`config.mk`:
```
export PLATFORM = sky130hd
export DESIGN_NAME = moving_average_ring
export DESIGN_NICKNAME = d
export VERILOG_FILES = /design/src/rtl/moving_average_ring.sv
export SDC_FILE = /design/constraint.sdc
export NUM_CORES = 1
export LEC_CHECK = 0
export CORE_ASPECT_RATIO = 0.6
export CORE_UTILIZATION = 40
export CTS_BUF_LIST = sky130_fd_sc_hd__clkbuf_8
export DETAILED_ROUTE_END_ITERATION = 8
export PLACE_DENSITY_LB_ADDON = 0.25
export SYNTH_ARGS = -nofsm -noshare
export SYNTH_HDL_FRONTEND = slang
export SYNTH_SLANG_ARGS = --single-unit
```
`constraint.sdc`:
```
create_clock -name clk -period 12.7 [get_ports clk]
set_input_delay 2.54 -clock clk [delete_from_list [all_inputs] [get_ports clk]]
set_output_delay 2.54 -clock clk [all_outputs]
set_load 0.02 [all_outputs]
```
`src/rtl/moving_average_ring.sv`:
```
// Ring-buffer moving average over a selectable power-of-two window.
// A running sum is updated per accepted sample, and the output is rounded half up and registered.
module moving_average_ring #(
  parameter int DATA_WIDTH = 16,
  parameter int MAX_LOG2   = 4,
  parameter int WSEL_W     = 3
) (
  input  logic                         clk,
  input  logic                         rst_n,
  input  logic                         enable,
  input  logic                         clear,
  input  logic                         in_valid,
  input  logic signed [DATA_WIDTH-1:0] din,
  input  logic        [WSEL_W-1:0]     win_log2,
  input  logic                         out_mode,
  output logic signed [DATA_WIDTH-1:0] dout,
  output logic                         out_valid,
  output logic                         filling
);

  localparam int DEPTH = 1 << MAX_LOG2;
  localparam int SW    = DATA_WIDTH + MAX_LOG2;
  localparam int CW    = MAX_LOG2 + 1;

  localparam logic [1:0] S_IDLE = 2'd0;
  localparam logic [1:0] S_FILL = 2'd1;
  localparam logic [1:0] S_RUN  = 2'd2;

  localparam logic [WSEL_W-1:0] WIN_MAX = WSEL_W'(MAX_LOG2);

  logic        [DATA_WIDTH-1:0] r_buf [DEPTH];
  logic        [MAX_LOG2-1:0]   r_wptr;
  logic signed [SW-1:0]         r_sum;
  logic        [CW-1:0]         r_count;
  logic        [CW-1:0]         r_dec;
  logic        [1:0]            r_state;
  logic        [WSEL_W-1:0]     r_win;
  logic signed [DATA_WIDTH-1:0] r_dout;
  logic                         r_out_valid;

  logic        [WSEL_W-1:0]     w_win_sel;
  logic        [CW-1:0]         w_n;
  logic                         w_flush;
  logic                         w_accept;
  logic        [MAX_LOG2-1:0]   w_rd;
  logic signed [SW-1:0]         w_din_ext;
  logic signed [SW-1:0]         w_old;
  logic signed [SW-1:0]         w_sum_next;
  logic        [CW-1:0]         w_cnt_inc;
  logic        [CW-1:0]         w_dec_inc;
  logic                         w_enter_run;
  logic                         w_dec_wrap;
  logic                         w_strobe;
  logic signed [SW:0]           w_rnd;
  logic signed [DATA_WIDTH-1:0] w_avg;

  always_comb begin
    w_win_sel   = (win_log2 > WIN_MAX) ? WIN_MAX : win_log2;
    w_n         = CW'(1) << r_win;
    w_flush     = enable & (clear | (w_win_sel != r_win));
    w_accept    = enable & in_valid & ~w_flush;
    // Entry written N accepts ago; when N == DEPTH this is the slot about to be overwritten.
    w_rd        = r_wptr - w_n[MAX_LOG2-1:0];
    w_din_ext   = {{MAX_LOG2{din[DATA_WIDTH-1]}}, din};
    w_old       = '0;
    if (r_state == S_RUN)
      w_old = {{MAX_LOG2{r_buf[w_rd][DATA_WIDTH-1]}}, r_buf[w_rd]};
    w_sum_next  = r_sum + w_din_ext - w_old;
    w_cnt_inc   = r_count + 1'b1;
    w_dec_inc   = r_dec + 1'b1;
    w_enter_run = (r_state != S_RUN) && (w_cnt_inc == w_n);
    w_dec_wrap  = (w_dec_inc == w_n);
    w_strobe    = w_enter_run | ((r_state == S_RUN) & (~out_mode | w_dec_wrap));
    w_rnd       = {w_sum_next[SW-1], w_sum_next} + {{DATA_WIDTH{1'b0}}, (w_n >> 1)};
    w_avg       = DATA_WIDTH'(w_rnd >>> r_win);
  end

  always_ff @(posedge clk) begin
    if (w_accept)
      r_buf[r_wptr] <= din;
  end

  always_ff @(posedge clk or negedge rst_n) begin
    if (!rst_n) begin
      r_wptr      <= '0;
      r_sum       <= '0;
      r_count     <= '0;
      r_dec       <= '0;
      r_state     <= S_IDLE;
      r_win       <= '0;
      r_dout      <= '0;
      r_out_valid <= 1'b0;
    end else if (w_flush) begin
      r_win       <= w_win_sel;
      r_sum       <= '0;
      r_count     <= '0;
      r_dec       <= '0;
      r_state     <= S_IDLE;
      r_out_valid <= 1'b0;
    end else if (w_accept) begin
      r_wptr      <= r_wptr + 1'b1;
      r_sum       <= w_sum_next;
      r_out_valid <= w_strobe;
      if (w_strobe)
        r_dout <= w_avg;
      if (w_enter_run) begin
        r_state <= S_RUN;
        r_count <= w_cnt_inc;
        r_dec   <= '0;
      end else if (r_state == S_RUN) begin
        r_dec <= w_dec_wrap ? '0 : w_dec_inc;
      end else begin
        r_state <= S_FILL;
        r_count <= w_cnt_inc;
      end
    end else begin
      r_out_valid <= 1'b0;
    end
  end

  assign dout      = r_dout;
  assign out_valid = r_out_valid;
  assign filling   = (r_state != S_RUN);

endmodule

```
==> impl_summary.txt <==
----------------------------------------------------
[Status]
  Result of the run ... finished clean

[Yosys]
  Portion of the post-synthesis area used by sequential elements ... roughly 58%
  Area leader, netlist ... edfxtp_1
  Mean instance size in the synthesized netlist ... 13.9 um2
  Ys Warns ... 0
  Synthesis-stage register bit count ... 312
  Share of the synthesized area in the top cell type ... 49.1%
  Dominant synthesized flop cell ... edfxtp_1
  Count of flip-flops with a built-in enable after synthesis ... about 260
  Post-synthesis instance area ... 0.0156 mm2
  Count of different cell masters after synthesis ... 80
  Number of standard cells after synthesis ... 1129
  Post-Synthesis Net Count ... 1209
  Share of flip-flops with an asynchronous set or reset ... between 10% and 20%
  Top cells by area in the synthesized netlist ... edfxtp_1, mux4_2, dfrtp_1

[Clock network]
  Number of setup buffers added after CTS ... 0
  Count of instances resized after the clock tree is built ... 0
  Maximum level of the CTS H-tree ... 2
  Clock transition at path regs ... 0.07 ns
  TritonCTS clock tree ... built
  Number of buffers inserted for hold repair after clock tree synthesis ... 0
  Total CTS buffers ... 49
  Clk root buf ... clkbuf_8
  Number of buffers on the longest clock path ... 3
  Latest clock arrival within the worst-skew pair ... 0.60 ns
  Clock Sink Count ... 312

[STA]
  Least setup slack across all paths after layout ... 4.58 ns
  Hold WS ... approximately 0.48 ns
  Number of hold violations in the final report ... 0
  Max Clock Freq ... 0.123 GHz
  Setup violations, final ... 0
  Count of pins over their slew limit ... 0
  Slew at the pin with the worst max-slew slack ... 1.21 ns
  Worst slew margin ... 18.8%
  Final cycle utilization of the critical path ... 64.0%
  Final TNS setup ... 0 ns
  Setup skew after layout ... 0.0306 ns
  RSZ-0062 raised after global routing ... false
  Time the worst path needs with I/O delays and setup ... about 8 ns

[Critical path]
  CP Data Required Time ... 13.19 ns
  Max incr delay on CP ... 0.74 ns
  Worst reg2reg path startpoint ... r_win[2]
  Slack of the worst reg-to-reg path ... 4.58 ns
  Most frequent cell on the critical path ... ha_1
  R2r worst-path depth ... 24
  Critical path peak fanout ... 64
  Kind of end point of the critical path ... flip-flop
  Ordered list of cells on the worst path ... nor2_1 -> nand2_1 -> fa_2 -> buf_4 -> mux4_2 -> nor2b_1 -> a211oi_1 -> a211oi_1 -> ha_1 -> inv_1 -> ha_1 -> inv_1 -> fa_1 -> xnor2_1 -> ha_1 -> a21o_1 -> a21oi_1 -> nor3_1 -> and3_1 -> nand2_1 -> o31ai_1 -> a21oi_1 -> mux4_2 -> mux2_2
  Type of the worst setup path ... flip-flop to flip-flop
  Reg-to-Reg End ... dout[6]
  Arrival time of data at the critical path endpoint ... 8.61 ns
  Critical-path top delay cell ... buf_4
  Startpoint types ... flip-flop

[Placement]
  Sum of net half-perimeters after detailed placement ... 24.8 mm
  Post-Place Setup Slack ... 4.75 ns
  Placement Cell Area ... 0.0167 mm2
  Last weighted congestion value of the routability-driven placer ... 0.874
  Inst Count DP ... 1648
  Number of I/O port buffers ... 42

[Hold path]
  Hold endpoint ... dout[0]
  Worst hold path type ... flip-flop to flip-flop
  Worst Hold Depth ... 2
  Worst hold start ... dout[0]

[Global route]
  Antenna violations before repair ... 1
  Aggregate global-route resource usage ... 19.8%
  Maximum number of pins on one net before global-route repair ... 65
  Residual overflow from global routing ... 0
  Wire length of the first global-routing pass ... approximately 60 mm
  Via count of the first global-routing pass ... 9811

[Layout]
  Final non-filler cell area ... 0.0176 mm2
  Filler-free cell count of the finished design ... ~1700
  Number of inserted filler cells in the final layout ... 3382
  # nets final ... between 1000 and 1500
  Final cell utilization of the core ... 46.1%
  Layout area overhead ... 12.3%
  Fraction of layout cells with a size suffix above 1 ... approximately 17%

[Route]
  Drt first pass iters ... 6
  Mean routed wirelength per cell ... 22.3 um
  Routed wire length ... approximately 39 mm
  Detail-routed via count per cell ... 5.62
  Post-route DRC violation count ... 0
  DR iter-0 viols ... 924
  Via count ... 9753
  Antenna viol nets, final ... 0

[Die]
  Starting utilization of the core area ... 41.0%
  I/O pin count ... 43
  Core Box Area ... 0.0381 mm2
  Vert. Die Dim ... 155 um
  Overall die area ... 0.0399 mm2
  Number of rows created at floorplan ... 55
  Die X ... approximately 260 um

[Run]
  Number of max-capacitance violations reported ... 0

[Power]
  IR drop worst, VDD ... between 150 and 200 uV
  Leakage ... 6.36 nW
  PD cells ... 256 mW/mm2
  Post-route total power ... 4.50 mW

----------------------------------------------------
-- how the worst max path moves through the flow --
stage / startpoint / endpoint / slack (ns)
2_1_floorplan: r_win[0] / dout[6] / 5.12
3_3_place_gp: din[1] / dout[6] / 4.88
3_5_place_dp: r_win[2] / dout[6] / 4.75
4_1_cts: r_win[2] / dout[6] / 4.69
5_1_grt: r_win[2] / dout[6] / 4.16
6_report: r_win[2] / dout[6] / 4.58
-- power breakdown --
part           internal, mW  total [mW]  switching (mW)
registers              1.22        1.29          0.0705
logic                  1.00        2.45            1.44
clock network         0.362       0.765           0.403
-- state kept, by name (all words and copies together) (netlist names) --
register	flops
r_win	3
r_state	2
r_wptr	4
r_count	5
r_buf	256
out_valid	1
dout	16
r_sum	20
r_dec	5
-- worst max-delay path, delay by kind of cell (launching register included) --
family	cells	cell delay [ns]
multiplexers	3	1.15
AND/OR/NAND/NOR	6	2.12
flip-flops	1	0.71
adder cells (fa/ha/maj)	5	1.85
XOR/XNOR	1	0.18
buffers and inverters	3	0.87
AO/OA/AOI/OAI	6	1.10
-- cells in the final DEF (no fill, tap or decap), types with 33 or more instances in the layout --
master	count
a211oi_1	36
mux4_2	69
edfxtp_1	256
clkdlybuf4s50_1	41
inv_1	101
dfrtp_1	56
o21ai_0	39
ha_1	33
a21oi_1	37
clkbuf_8	49
nor2_1	43
nand2_1	72
-- final cells by class --
| class | instances | area (um2) | share of cell area (%) |
|---|---|---|---|
| antenna | 1 | 2.50 | 0.0142 |
| sequential | 312 | 9090 | 51.7 |
| clock inverter | 38 | 176 | 1.00 |
| clock buffer | 49 | 674 | 3.84 |
| multi-input combinational | 668 | 6060 | 34.5 |
| inverter | 88 | 330 | 1.88 |
| tap | 513 | 642 | 3.65 |
| timing repair buffer | 67 | 603 | 3.43 |
-- metal layers --
layer / GRT usage [%] / wire length (um) / up-vias
met2: 28.3 / 16300 / 317
li1: - / - / 4454
met1: 30.5 / 19000 / 4933
met5: 0 / 0 / -
met3: 4.14 / 2810 / 49
met4: 4.76 / 581 / 0
-- cell usage after synthesis (4+ instances only) --
library cell	instances
a211oi_1	36
a21o_1	10
a21oi_1	37
a22o_1	14
a22oi_1	5
a31oi_1	8
and2_1	12
and3_1	6
and4_1	5
buf_1	10
buf_2	9
clkbuf_1	38
dfrtp_1	56
edfxtp_1	256
fa_1	21
ha_1	34
inv_1	87
mux2_2	8
mux2i_1	27
mux4_2	69
nand2_1	72
nand3_1	16
nand4_1	9
nor2_1	48
nor2b_1	18
nor3_1	24
nor4_1	10
o211a_1	5
o211ai_1	9
o21a_1	7
o21ai_0	40
o21ai_1	5
o22ai_1	4
o31ai_1	6
or2_2	4
xnor2_1	27
xor2_1	14
-- kinds of logic after synthesis --
kind of cell               synth area share, %
buffers and inverters                     3.82
AOI/OAI and AO/OA                         10.2
and+or+nand+nor                           7.75
muxes                                     12.3
adders and majority gates                 5.41
DFF                                       58.1
xor gates and xnor gates                  2.40
Note: power is estimated with default switching activity, not from simulation.
